$ cat config.mk
export PLATFORM = sky130hd
export DESIGN_NAME = instr_prefetch_queue
export DESIGN_NICKNAME = d
export VERILOG_FILES = /design/src/rtl/instr_prefetch_queue_pkg.sv /design/src/rtl/sync_fifo.sv /design/src/rtl/instr_prefetch_queue.sv
export SDC_FILE = /design/constraint.sdc
export NUM_CORES = 1
export LEC_CHECK = 0
export CAP_MARGIN = 20
export CORE_UTILIZATION = 50
export DETAILED_ROUTE_END_ITERATION = 8
export PLACE_DENSITY = 0.7
export SLEW_MARGIN = 20
export SYNTH_ARGS = -nofsm -noshare
export SYNTH_HDL_FRONTEND = slang
export SYNTH_HIERARCHICAL = 1
export SYNTH_SLANG_ARGS = --single-unit
$ cat constraint.sdc
create_clock -name clock -period 34 [get_ports clock]
set_input_delay 3.4 -clock clock [delete_from_list [all_inputs] [get_ports clock]]
set_output_delay 3.4 -clock clock [all_outputs]
set_load 0.005 [all_outputs]
$ cat src/rtl/instr_prefetch_queue_pkg.sv
// Shared types and constants for the instruction prefetch queue.
// The queue entry is the PC/instruction/fault triple handed to decode.
package instr_prefetch_queue_pkg;

  typedef enum logic [1:0] {
    S_IDLE  = 2'd0,
    S_FETCH = 2'd1,
    S_HALT  = 2'd2
  } state_t;

  localparam int PC_W    = 64;
  localparam int INSTR_W = 32;
  localparam int ENTRY_W = PC_W + INSTR_W + 1;

  localparam logic [31:0] NOP_INSTR = 32'h0000_0013;

  typedef struct packed {
    logic [PC_W-1:0]    pc;
    logic [INSTR_W-1:0] instr;
    logic               inv_addr;
  } entry_t;

endpackage

$ cat src/rtl/sync_fifo.sv
// Small synchronous FIFO with a combinational head read.
// Clear empties the FIFO first, then a same-cycle push lands in slot 0.
module sync_fifo #(
  parameter int WIDTH = 8,
  parameter int DEPTH = 4
) (
  input  logic                     clock,
  input  logic                     reset,
  input  logic                     clear,
  input  logic                     push,
  input  logic [WIDTH-1:0]         push_data,
  input  logic                     pop,
  output logic [WIDTH-1:0]         pop_data,
  output logic                     full,
  output logic                     empty,
  output logic [$clog2(DEPTH):0]   count
);

  localparam int AW = $clog2(DEPTH);

  logic [WIDTH-1:0] mem [DEPTH];
  logic [AW-1:0]    wr_ptr_reg, rd_ptr_reg;
  logic [AW:0]      count_reg;
  logic [AW-1:0]    wr_addr;
  logic             do_push, do_pop;

  assign empty    = (count_reg == '0);
  assign full     = (count_reg == (AW+1)'(DEPTH));
  assign count    = count_reg;
  assign pop_data = mem[rd_ptr_reg];

  assign do_pop  = pop & ~empty & ~clear;
  assign do_push = push & (clear | ~full | do_pop);
  assign wr_addr = clear ? '0 : wr_ptr_reg;

  always_ff @(posedge clock) begin
    if (do_push) mem[wr_addr] <= push_data;
  end

  // Pointers wrap naturally because DEPTH is a power of two.
  always_ff @(posedge clock) begin
    if (reset) begin
      wr_ptr_reg <= '0;
      rd_ptr_reg <= '0;
      count_reg  <= '0;
    end else if (clear) begin
      rd_ptr_reg <= '0;
      wr_ptr_reg <= do_push ? AW'(1) : '0;
      count_reg  <= do_push ? (AW+1)'(1) : '0;
    end else begin
      if (do_push) wr_ptr_reg <= wr_ptr_reg + 1'b1;
      if (do_pop)  rd_ptr_reg <= rd_ptr_reg + 1'b1;
      case ({do_push, do_pop})
        2'b10:   count_reg <= count_reg + 1'b1;
        2'b01:   count_reg <= count_reg - 1'b1;
        default: count_reg <= count_reg;
      endcase
    end
  end

endmodule

$ cat src/rtl/instr_prefetch_queue.sv
// Fetch front end: credit-limited in-order requests to instruction memory,
// response buffering with PCs, and redirect flush with in-flight drop.
module instr_prefetch_queue
  import instr_prefetch_queue_pkg::*;
#(
  parameter int          DEPTH    = 4,
  parameter logic [63:0] RESET_PC = 64'h0
) (
  input  logic        clock,
  input  logic        reset,
  output logic        imem_req_valid,
  input  logic        imem_req_ready,
  output logic [63:0] imem_req_addr,
  input  logic        imem_rsp_valid,
  input  logic [31:0] imem_rsp_data,
  input  logic        imem_rsp_err,
  output logic        out_valid,
  input  logic        out_ready,
  output logic [63:0] out_pc,
  output logic [31:0] out_instr,
  output logic        out_invAddr,
  input  logic        redirect_valid,
  input  logic [63:0] redirect_pc,
  output logic        busy
);

  localparam int CW = $clog2(DEPTH) + 1;

  state_t      state_reg, state_next;
  logic [63:0] fetch_pc_reg, fetch_pc_next;
  logic [63:0] pc_tag_reg, pc_tag_next;
  logic [CW-1:0] in_flight_reg, in_flight_next;
  logic [CW-1:0] drop_cnt_reg, drop_cnt_next;

  logic          fifo_push, fifo_pop, fifo_clear, fifo_full, fifo_empty;
  logic [CW-1:0] fifo_count;
  entry_t        push_entry, head;
  logic [CW:0]   occ_sum;
  logic          credit_ok, req_fire, rsp_counted, rsp_keep;
  logic          redirect_act, redirect_misaligned;

  assign redirect_act        = redirect_valid & (state_reg != S_IDLE);
  assign redirect_misaligned = (redirect_pc[1:0] != 2'b00);

  // Queued entries plus outstanding requests never exceed the queue depth.
  assign occ_sum   = {1'b0, fifo_count} + {1'b0, in_flight_reg};
  assign credit_ok = (occ_sum < (CW+1)'(DEPTH));

  assign imem_req_valid = (state_reg == S_FETCH) & credit_ok & ~redirect_valid;
  assign imem_req_addr  = fetch_pc_reg;
  assign req_fire       = imem_req_valid & imem_req_ready;

  assign rsp_counted = imem_rsp_valid & (in_flight_reg != '0);
  assign rsp_keep    = rsp_counted & (drop_cnt_reg == '0) & ~redirect_act;

  always_comb begin
    push_entry = '{pc: pc_tag_reg, instr: imem_rsp_data, inv_addr: imem_rsp_err};
    if (redirect_act) push_entry = '{pc: redirect_pc, instr: 32'h0, inv_addr: 1'b1};
  end

  assign fifo_clear = redirect_act;
  assign fifo_push  = rsp_keep | (redirect_act & redirect_misaligned);
  assign fifo_pop   = out_valid & out_ready & ~redirect_act;

  sync_fifo #(.WIDTH(ENTRY_W), .DEPTH(DEPTH)) u_fifo (
    .clock     (clock),
    .reset     (reset),
    .clear     (fifo_clear),
    .push      (fifo_push),
    .push_data (push_entry),
    .pop       (fifo_pop),
    .pop_data  (head),
    .full      (fifo_full),
    .empty     (fifo_empty),
    .count     (fifo_count)
  );

  assign out_valid   = ~fifo_empty;
  assign out_pc      = out_valid ? head.pc : '0;
  assign out_instr   = out_valid ? head.instr : '0;
  assign out_invAddr = out_valid & head.inv_addr;
  assign busy        = (in_flight_reg != '0);

  always_comb begin
    state_next     = state_reg;
    fetch_pc_next  = fetch_pc_reg;
    pc_tag_next    = pc_tag_reg;
    in_flight_next = in_flight_reg + CW'(req_fire) - CW'(rsp_counted);
    drop_cnt_next  = drop_cnt_reg;

    if (redirect_act) begin
      // Everything still outstanding belongs to the abandoned path.
      drop_cnt_next = in_flight_reg - CW'(rsp_counted);
      fetch_pc_next = redirect_pc;
      pc_tag_next   = redirect_pc;
    end else begin
      if (rsp_counted && drop_cnt_reg != '0) drop_cnt_next = drop_cnt_reg - 1'b1;
      if (req_fire) fetch_pc_next = fetch_pc_reg + 64'd4;
      if (rsp_keep) pc_tag_next = pc_tag_reg + 64'd4;
    end

    case (state_reg)
      S_IDLE:  state_next = S_FETCH;
      S_FETCH: begin
        if (redirect_act && redirect_misaligned) state_next = S_HALT;
        else if (rsp_keep && imem_rsp_err)       state_next = S_HALT;
      end
      S_HALT: begin
        if (redirect_act && !redirect_misaligned) state_next = S_FETCH;
      end
      default: state_next = S_IDLE;
    endcase
  end

  always_ff @(posedge clock) begin
    if (reset) begin
      state_reg     <= S_IDLE;
      fetch_pc_reg  <= RESET_PC;
      pc_tag_reg    <= RESET_PC;
      in_flight_reg <= '0;
      drop_cnt_reg  <= '0;
    end else begin
      assert (!(fifo_push && fifo_full && !fifo_clear));
      state_reg     <= state_next;
      fetch_pc_reg  <= fetch_pc_next;
      pc_tag_reg    <= pc_tag_next;
      in_flight_reg <= in_flight_next;
      drop_cnt_reg  <= drop_cnt_next;
    end
  end

endmodule
==> key figures <==
STA
  – Hold slack: 0.4676 ns
  – Worst slew pin tran: roughly 1.1 ns
  – Crit path time final: slightly below 9 ns
  – RSZ-0062 raised after global routing: no
  – Final setup viols: 0
  – Clock Skews: 0.01406 ns
  – Crit share post-route: 25.60%
  – Slew HR: roughly 28%
  – Max frequency: between 100 and 150 MHz
  – Max-slew violations: 0
  – Setup TNS: 0 ns
  – Final hold vios: 0

Outcome
  – Violations in the final reports: design-rule violations
  – Status: finished with violations

Worst hold path
  – Hold Crit Class: reg -> reg
  – WHS Path Cells: 2

Critical path
  – Crit path max fanout: 5
  – WP data required: between 30 and 40 ns
  – CP Data Arrival Time: 5.30 ns
  – CP startpoint kind: primary input
  – Cell depth of the worst flop-to-flop path: 8
  – Crit. End Element: primary output
  – Crit Path Category: in -> out

Die
  – Die Y: 220.6 microns
  – Core area: 46850 sq um
  – Die width: 220.6 microns
  – Die area: 48650 sq um
  – Num rows: 79
  – Total I/O pin count: 267
  – Starting Density: between 50% and 60%

Detailed routing
  – Final wirelength: 62580 microns
  – First DRT Iteration DRCs: 1427
  – Vias per cell: just over 6
  – Drt pass-1 iters: 8
  – ANT nets after route: 0
  – # DRC: 13
  – Wire length per cell: 22.63 microns
  – Routed via count: about 17000

Layout
  – Max reg flops: 388
  – Layout cells sized above 1: 10.57%
  – Final core occ: just over 60%
  – # fillers: 3633
  – # diodes: 0
  – Nets: ~2200
  – Synth-to-layout area growth: 21.35%

Clock network
  – # H-tree levels: 2
  – Root Driver: clkbuf_16
  – Longest Clk Path Bufs: 3
  – Worst-skew pair later-pin latency: ~0.6 ns
  – Cts hold-fix bufs: 0
  – Clock Pin Slew Worst Setup and Hold Paths: 0.06 ns
  – Resize count post-CTS: 0
  – Clock sink total: ~530
  – Number of buffers inserted by post-CTS setup repair: 0
  – Cts bufs inserted: 54
  – TritonCTS clock tree: yes

Synth
  – Post-Syn Nets: between 1500 and 2000
  – Mapped cell area: 23890 sq um
  – Mapped Cells: 1874
  – Syn. warnings: 6
  – Post-synthesis average cell area: 12.75 sq um

Global routing
  – First-pass GRT wire length: 94520 microns
  – Largest net degree at the start of global routing: 97
  – Vias in the first global route: about 16000
  – Initial antenna violation count: 0
  – Grt ovf: 0
  – GRT Overall Usage: around 26%

Power and ir drop
  – Clock Power Share: 36.1%
  – Flop pwr share: 47.7%
  – Pwr dens: 60.22 nW/um^2
  – Peak VDD IR: 0.00003963 V
  – Cell Int Power: 0.001301 W
  – Switching Share: 25.49%
  – LEAKAGE: approximately 9.3 nW
  – Comb pwr share: around 16%
  – P_sw: 0.0004450 W

Place
  – I/O Buffers: 266
  – Post-DP HPWL: roughly 41000 microns
  – Routability cong.: 0.9024

Run
  – Max Cap Viol: 0
[per-stage QoR]
stage | total power, W | instances | setup WS, ns | instance area (sq um)
after floorplan | 0.001007 | 1874 | 19.07 | 23890
after global placement | 0.001121 | 2664 | 25.27 | 27090
after detailed placement | 0.001130 | 2664 | 25.31 | 27090
after CTS | 0.001757 | 2765 | 25.30 | 28980
after global routing | 0.001815 | 2765 | 25.26 | 28980
final | 0.001746 | 2765 | 25.30 | 28980
[worst max-delay path, stage by stage]
cell and delay, ns:
clkdlybuf4s50_1 0.52, or4b_1 0.54, nor3_1 0.27, clkdlybuf4s50_1 0.57
[power groups by stage]
stage / logic [W] / clock network (W) / registers, W
floorplan: 0.000170 / 0 / 0.000838
global placement: 0.000280 / 0 / 0.000840
detailed placement: 0.000285 / 0 / 0.000844
CTS: 0.000287 / 0.000639 / 0.000831
global route: 0.000311 / 0.000665 / 0.000838
finish: 0.000283 / 0.000630 / 0.000832
[layer usage]
metal | global-route usage [%] | wire, microns | up-vias
li1 | - | - | 7646
met1 | 35.39 | 26070 | 8294
met2 | 42.18 | 30220 | 656
met3 | 5.251 | 4966 | 88
met4 | 6.826 | 1326 | 0
met5 | 0 | 0 | -
[area by class of cell]
type	instances	area [sq um]	area share (%)
timing repair buffer	288	2823	9.739
clock inverter	37	486.7	1.679
inverter	21	81.33	0.2806
tap	607	759.5	2.620
clock buffer	64	1399	4.826
sequential	533	14560	50.24
multi-input combinational	1215	8874	30.62
[placed cells by master (no fill, tap or decap), drive strengths merged, types with 5 or more instances in the layout]
master	count
edfxtp	388
clkdlybuf4s50	265
nand2	246
dfxtp	145
nor2b	100
mux4	97
nor2	68
nand3	67
a21oi	64
clkbuf	64
nor3	54
nand4	52
o21bai	51
and2	41
xor2	36
or4	33
a31oi	32
xnor2	31
nor4	28
o31ai	27
inv	24
and3	23
and4	23
buf	23
o21ai	20
or3	18
clkinv	17
a211oi	14
o31a	14
bufinv	11
ha	10
nand2b	8
a311oi	8
clkinvlp	6
mux2i	5
[worst paths after layout]
kind                         from           endpoint  slack [ns]
setup / recovery   redirect_valid     imem_req_valid       25.30
hold / removal      pc_tag_reg[0]      pc_tag_reg[0]        0.47
setup reg to reg  u_fifo/count[0]  u_fifo/mem[0][65]       30.05
hold reg to reg     pc_tag_reg[0]      pc_tag_reg[0]        0.47
No activity file was read; power rests on OpenSTA's default activity.
